===== src/rtl/gamepad_pkg.sv =====
// Shared types and constants for the gamepad scanner.
package gamepad_pkg;

   localparam int unsigned ValW = 16;

   typedef enum logic [2:0] {
      StIdle,
      StPre,
      StLatch,
      StClkLo,
      StClkHi,
      StStore,
      StDone
   } state_e;

endpackage


===== src/rtl/gamepad_lane.sv =====
// One pad data line: 2-flop synchroniser, active-low inversion and LSB-first shift register.
module gamepad_lane #(
   parameter int unsigned REG_WIDTH = 12
) (
   input  logic                 clk,
   input  logic                 rst_n,
   input  logic                 data_i,
   input  logic                 shift_i,
   output logic [REG_WIDTH-1:0] value_o
);

   logic [1:0]           sync_q;
   logic [REG_WIDTH-1:0] sr_q, sr_d;

   // New bit enters at the MSB so the first bit read ends up in bit 0.
   always_comb begin
      sr_d = sr_q;
      if (shift_i) begin
         sr_d = {~sync_q[1], sr_q[REG_WIDTH-1:1]};
      end
   end

   always_ff @(posedge clk or negedge rst_n) begin
      if (!rst_n) begin
         sync_q <= 2'b11;
         sr_q   <= '0;
      end else begin
         sync_q <= {sync_q[0], data_i};
         sr_q   <= sr_d;
      end
   end

   assign value_o = sr_q;

endmodule


===== src/rtl/gamepad_scan.sv =====
// Multi-group latch/clock gamepad poller with a per-channel value bank and change tracking.
module gamepad_scan
   import gamepad_pkg::*;
#(
   parameter int unsigned DIV        = 150,
   parameter int unsigned SEL_WIDTH  = 1,
   parameter int unsigned DATA_WIDTH = 2,
   parameter int unsigned REG_WIDTH  = 12,
   parameter int unsigned PERIOD     = 0,
   localparam int unsigned SW        = (SEL_WIDTH > 0) ? SEL_WIDTH : 1,
   localparam int unsigned NCH       = DATA_WIDTH * (1 << SEL_WIDTH),
   localparam int unsigned CW        = (NCH > 1) ? $clog2(NCH) : 1
) (
   input  logic                  clk,
   input  logic                  rst_n,
   output logic [SW-1:0]         gp_sel_o,
   input  logic [DATA_WIDTH-1:0] gp_data_i,
   output logic                  gp_latch_o,
   output logic                  gp_clk_o,
   input  logic                  scan_req_i,
   output logic                  scan_busy_o,
   output logic                  scan_done_o,
   input  logic [CW-1:0]         rd_ch_i,
   output logic [ValW-1:0]       rd_value_o,
   output logic [NCH-1:0]        valid_o,
   output logic [NCH-1:0]        chg_mask_o,
   input  logic [NCH-1:0]        chg_clr_i
);

   localparam int unsigned NG      = 1 << SEL_WIDTH;
   localparam int unsigned TW      = $clog2(DIV);
   localparam int unsigned BW      = $clog2(REG_WIDTH + 1);
   localparam int unsigned PW      = (PERIOD > 1) ? $clog2(PERIOD) : 1;
   localparam int unsigned PerMax  = (PERIOD > 0) ? PERIOD - 1 : 0;
   localparam logic [SW-1:0] LastGrp = SW'(NG - 1);

   state_e               state_q, state_d;
   logic [TW-1:0]        tick_cnt_q, tick_cnt_d;
   logic [TW-1:0]        idle_cnt_q, idle_cnt_d;
   logic [PW-1:0]        per_cnt_q, per_cnt_d;
   logic [BW-1:0]        bit_cnt_q, bit_cnt_d;
   logic [SW-1:0]        grp_q, grp_d;
   logic                 pend_q, pend_d;
   logic                 latch_q, latch_d;
   logic                 pclk_q, pclk_d;
   logic                 tick, idle_tick, per_inc, expire, start, shift;
   logic [REG_WIDTH-1:0] lane_val [DATA_WIDTH];
   logic [REG_WIDTH-1:0] bank_q [NCH];
   logic [REG_WIDTH-1:0] bank_d [NCH];
   logic [NCH-1:0]       valid_q, valid_d, chg_q, chg_d;

   for (genvar d = 0; d < DATA_WIDTH; d++) begin : g_lane
      gamepad_lane #(
         .REG_WIDTH (REG_WIDTH)
      ) u_lane (
         .clk     (clk),
         .rst_n   (rst_n),
         .data_i  (gp_data_i[d]),
         .shift_i (shift),
         .value_o (lane_val[d])
      );
   end

   // Timing: bit tick while active, idle prescaler so the period keeps counting between scans.
   always_comb begin
      tick      = (state_q != StIdle) && (state_q != StStore) && (tick_cnt_q == TW'(DIV - 1));
      idle_tick = (state_q == StIdle) && (idle_cnt_q == TW'(DIV - 1));
      per_inc   = (state_q == StIdle) ? idle_tick : tick;
      expire    = (PERIOD != 0) && per_inc && (per_cnt_q == PW'(PerMax));
      start     = (state_q == StIdle) && (scan_req_i || pend_q || expire);
      shift     = (state_q == StClkLo) && tick;

      tick_cnt_d = tick_cnt_q + TW'(1);
      if ((state_q == StIdle) || (state_q == StStore) || tick) begin
         tick_cnt_d = '0;
      end

      idle_cnt_d = idle_cnt_q;
      if (start) begin
         idle_cnt_d = '0;
      end else if (state_q == StIdle) begin
         idle_cnt_d = idle_tick ? '0 : idle_cnt_q + TW'(1);
      end

      per_cnt_d = per_cnt_q;
      if (PERIOD == 0 || start) begin
         per_cnt_d = '0;
      end else if (per_inc) begin
         per_cnt_d = expire ? '0 : per_cnt_q + PW'(1);
      end

      pend_d = pend_q;
      if (start) begin
         pend_d = 1'b0;
      end else if ((scan_req_i && (state_q != StIdle)) || expire) begin
         pend_d = 1'b1;
      end
   end

   always_comb begin
      state_d   = state_q;
      grp_d     = grp_q;
      bit_cnt_d = bit_cnt_q;
      unique case (state_q)
         StIdle: begin
            if (start) begin
               state_d = StPre;
               grp_d   = '0;
            end
         end
         StPre: begin
            bit_cnt_d = '0;
            if (tick) state_d = StLatch;
         end
         StLatch: if (tick) state_d = StClkLo;
         StClkLo: begin
            if (tick) begin
               bit_cnt_d = bit_cnt_q + BW'(1);
               state_d   = StClkHi;
            end
         end
         StClkHi: begin
            if (tick) state_d = (bit_cnt_q == BW'(REG_WIDTH)) ? StStore : StClkLo;
         end
         StStore: begin
            if (grp_q == LastGrp) begin
               state_d = StDone;
            end else begin
               state_d = StPre;
               grp_d   = grp_q + SW'(1);
            end
         end
         StDone:  state_d = StIdle;
         default: state_d = StIdle;
      endcase
   end

   always_comb begin
      latch_d     = (state_q == StLatch);
      pclk_d      = (state_q == StClkHi);
      scan_busy_o = (state_q != StIdle);
      scan_done_o = (state_q == StDone);
   end

   always_ff @(posedge clk or negedge rst_n) begin
      if (!rst_n) begin
         state_q    <= StIdle;
         tick_cnt_q <= '0;
         idle_cnt_q <= '0;
         per_cnt_q  <= '0;
         bit_cnt_q  <= '0;
         grp_q      <= '0;
         pend_q     <= 1'b0;
         latch_q    <= 1'b0;
         pclk_q     <= 1'b0;
      end else begin
         state_q    <= state_d;
         tick_cnt_q <= tick_cnt_d;
         idle_cnt_q <= idle_cnt_d;
         per_cnt_q  <= per_cnt_d;
         bit_cnt_q  <= bit_cnt_d;
         grp_q      <= grp_d;
         pend_q     <= pend_d;
         latch_q    <= latch_d;
         pclk_q     <= pclk_d;
      end
   end

   // Set beats a simultaneous write-one-to-clear.
   always_comb begin
      valid_d = valid_q;
      chg_d   = chg_q & ~chg_clr_i;
      for (int unsigned c = 0; c < NCH; c++) begin
         bank_d[c] = bank_q[c];
         if ((state_q == StStore) && (grp_q == SW'(c / DATA_WIDTH))) begin
            bank_d[c]  = lane_val[c % DATA_WIDTH];
            valid_d[c] = 1'b1;
            if (!valid_q[c] || (lane_val[c % DATA_WIDTH] != bank_q[c])) begin
               chg_d[c] = 1'b1;
            end
         end
      end
   end

   always_ff @(posedge clk or negedge rst_n) begin
      if (!rst_n) begin
         for (int unsigned c = 0; c < NCH; c++) begin
            bank_q[c] <= '0;
         end
         valid_q <= '0;
         chg_q   <= '0;
      end else begin
         for (int unsigned c = 0; c < NCH; c++) begin
            bank_q[c] <= bank_d[c];
         end
         valid_q <= valid_d;
         chg_q   <= chg_d;
      end
   end

   always_comb begin
      rd_value_o = '0;
      for (int unsigned c = 0; c < NCH; c++) begin
         if (rd_ch_i == CW'(c)) rd_value_o = ValW'(bank_q[c]);
      end
   end

   assign gp_sel_o   = grp_q;
   assign gp_latch_o = latch_q;
   assign gp_clk_o   = pclk_q;
   assign valid_o    = valid_q;
   assign chg_mask_o = chg_q;

endmodule


===== config.mk =====
export PLATFORM = sky130hd
export DESIGN_NAME = gamepad_scan
export DESIGN_NICKNAME = d
export VERILOG_FILES = /design/src/rtl/gamepad_pkg.sv /design/src/rtl/gamepad_lane.sv /design/src/rtl/gamepad_scan.sv
export SDC_FILE = /design/constraint.sdc
export NUM_CORES = 1
export LEC_CHECK = 0
export ABC_AREA = 1
export CORE_AREA = 4 4 121 123
export DETAILED_ROUTE_END_ITERATION = 6
export DIE_AREA = 0 0 125 127
export GPL_TIMING_DRIVEN = 0
export HOLD_SLACK_MARGIN = 0.15
export MAX_ROUTING_LAYER = met4
export PLACE_DENSITY_LB_ADDON = 0.15
export SYNTH_ARGS = -nofsm -noshare
export SYNTH_HDL_FRONTEND = slang
export SYNTH_HIERARCHICAL = 1
export SYNTH_SLANG_ARGS = --single-unit
export TNS_END_PERCENT = 50

===== constraint.sdc =====
create_clock -name clk -period 2.4 [get_ports clk]
set_clock_uncertainty 0.1 [all_clocks]
set_input_delay 0.24 -clock clk [delete_from_list [all_inputs] [get_ports clk]]
set_output_delay 0.24 -clock clk [all_outputs]
set_load 0.005 [all_outputs]

==> results.md <==
- Flop2flop setup slack: 0.56 ns
- DP HPWL: just under 10 mm
- Slew Limit Headroom: 0.610
- Final Setup Violations: 0
- Comb pwr share: 0.026
- Post-synth top area share: 0.457
- Mean cell area of the mapped netlist: 7.45 um2
- Global placement routability congestion: 0.941
- Ys Warns: 6
- Distinct cells, synth: 31
- Full die area: 15,900 um2
- CP Capture Type: output pin
- Clock power frac: 0.451
- Startpoint Class: primary input
- Worst-Margin Slew: just under 0.6 ns
- GRT Residual Overflow: 0
- Post-Layout Cell Count: 949
- Fmax: 467 MHz
- Reg-to-Reg Start: tick_cnt_q[1]
- Ratio of cells with drive above 1 in the final layout: 0.105
- CP Launch Point: rd_ch_i[0]
- Largest net degree at the start of global routing: 60
- Register bit count reported by yosys: 101
- Ranking of synthesized cells by area: dfrtp_1, nand2_1, inv_1
- Synth Instances: 713
- Mapped Area: approximately 5300 um2
- Area Growth Syn to Fin: 17.9%
- DRC errors left: 0
- Most frequent cell after synthesis: nand2_1
- Status: completed
- Insertion delay to the later sink of the worst-skew pair: 0.35 ns
- Worst Hold Class: in -> reg
- Leak: 3.12 nW
- Async set or reset register ratio after synthesis: 1.00
- Clock Tree Root: clkbuf_16
- Port Buffers: 35
- Req. time, crit path: 2.06 ns
- Util after Layout: 0.458
- Wire length per cell: 13.9 um
- Worst setup path endpoint: rd_value_o[1]
- Critical setup path kind: in -> out
- Yosys top cell by area: dfrtp_1
- Switching share of power: 0.213
- Tot GR Track Use: 0.181
- Via count: ~4,500
- Crit path max fanout: 10
- DP Area: 5920 um2
- Chip width: between 100 and 150 um
- Final nets: 779
- Setup bufs post-CTS: 0
- Worst VDD drop: 0.000444 V
- CTS max path bufs: 2
- Vias per cell: 4.74
- # placed instances: ~930
- Sequential cell area fraction in the yosys report: 0.477
- Detailed Route Iter0 Violations: just under 400
- Final period util: 0.893
- Final instance area: roughly 6300 um2
- Pre-CTS setup slack: -0.238 ns
- I/O pins: 40
- Overall die height: 127 um
- P_int: 2.57 mW
- Data arrival, critical path: 1.80 ns
- Unrepaired setup endpoints after global routing: no
- First-pass GRT wire length: between 20 and 25 mm
- Post-synth EDFFs: 0
- PD cells: 521 nW/um2
- Fin. Hold Viols: 0
- Initial core utilization: 0.389
- Final wirelength: between 10 and 15 mm
- H-tree levels: 3
- Sequential Power Share: 0.523
- Reg2Reg Capture Point: g_lane[1].u_lane/value_o[2]
- R2R cell count: 10
- First-pass DRT Iterations: 5
- CTS tree: done
- Slew Viols, Final: 0
- Std cell rows: 43
- Fin worst setup slack: 0.258 ns
- Main synth FF type: dfrtp_1
- Antenna diodes: 0
- Crit path time final: ~2.1 ns
- Core Area: 13,700 um2
- Clk slew on worst S/H paths: ~0.060 ns
- Num CTS Buffers: 9
- Vias in the first global route: 4,403
- Top cells by instance count after synthesis: nand2_1, dfrtp_1, inv_1
- Clk sinks: 101
- Max-cap viol count: 0
- Net Switching: between 600 and 700 uW
- Routed Antenna Nets: 0
- Initial antenna violation count: 0
state kept, by name (all words and copies together) (netlist names):
name                   count
bank_q                    48
bit_cnt_q                  4
chg_mask_o                 4
g_lane.u_lane/sync_q       4
g_lane.u_lane/value_o     24
gp_clk_o                   1
gp_latch_o                 1
gp_sel_o                   1
pend_q                     1
state_q                    3
tick_cnt_q                 8
valid_o                    2
cells in the final DEF, fill, tap and decap left out, types with 2 or more instances in the layout:
cell type,n
inv_2,7
buf_6,11
ha_1,4
nor3_1,4
clkdlybuf4s50_1,25
clkbuf_8,2
clkinv_2,3
dfrtp_1,97
nor2_1,40
nor3b_1,3
nor2_4,2
o21ai_1,27
o211ai_1,4
dfstp_2,4
o22ai_1,9
nand2_4,2
dlygate4sd2_1,3
clkbuf_1,3
nand3_1,17
conb_1,4
inv_1,94
clkbuf_16,9
dlymetal6s2s_1,6
nor2_2,2
nand2_1,307
o21ai_0,16
a21oi_1,19
buf_4,9
o21ai_2,24
how the worst min path moves through the flow:
stage                                 endpoint  cells after the start                        from
floorplan                            bank_q[0]                      0                       rst_n
global route        g_lane[0].u_lane/sync_q[0]                      1                gp_data_i[0]
CTS                 g_lane[1].u_lane/sync_q[0]                      1                gp_data_i[1]
finish              g_lane[0].u_lane/sync_q[0]                      1                gp_data_i[0]
detailed placement                   bank_q[4]                      1                       rst_n
global placement    g_lane[1].u_lane/sync_q[1]                      0  g_lane[1].u_lane/sync_q[0]
per-stage QoR:
step                setup TNS [ns]  hold WS, ns  total power [mW]
floorplan                        0       -0.156              1.76
global placement           -298.37        0.247              1.82
detailed placement           -1.93        0.182              1.82
CTS                              0        0.184              3.32
global route                     0        0.188              3.40
finish                           0        0.196              3.27
worst max-delay path, cell delays in order:
cell and delay (ns):
dlygate4sd2_1 0.35, nand2_1 0.14, clkbuf_1 0.23, o21ai_0 0.28, clkdlybuf4s50_1 0.55
layout make-up:
class | count | area (um2)
plain buffers | 23 | 214
flip-flops and latches | 101 | 2530
inverters | 102 | 384
fillers | 1415 | 7400
clock buffers | 12 | 246
well taps | 180 | 225
multi-input cells | 490 | 2220
repair buffers | 37 | 397
clock inverters | 4 | 47.5
cell families (layout without fill, tap and decap cells):
| logic type | count (synthesis) | in the layout | synth area share |
|---|---|---|---|
| buffers and inverters | 125 | 178 | 0.110 |
| AND/OR/NAND/NOR | 379 | 379 | 0.283 |
| adder cells (fa/ha/maj) | 4 | 4 | 0.00943 |
| other | 1 | 4 | 0.000706 |
| AO/OA/AOI/OAI | 102 | 102 | 0.119 |
| XOR/XNOR | 1 | 1 | 0.00165 |
| flip-flops | 101 | 101 | 0.477 |
what timing repair did:
item	CTS	global route
resized for setup	10	11
hold endpoints to repair	40	0
hold buffers	1	0
cloned	0	0
endpoints found under the setup margin	11	10
power by group through the flow:
stage	clock network (mW)	logic, mW	registers [mW]
finish	1.47	0.0857	1.71
global route	1.60	0.0983	1.71
CTS	1.52	0.0873	1.71
detailed placement	0	0.0824	1.74
global placement	0	0.0765	1.74
floorplan	0	0.0196	1.74
metal layers:
metal | track usage | part of all wire
met3 | 0.0527 | 0.063
met5 | - | 0
met4 | 0.0370 | 0.010
met2 | 0.288 | 0.46
met1 | 0.234 | 0.46
(Power assumes the default switching activity.)
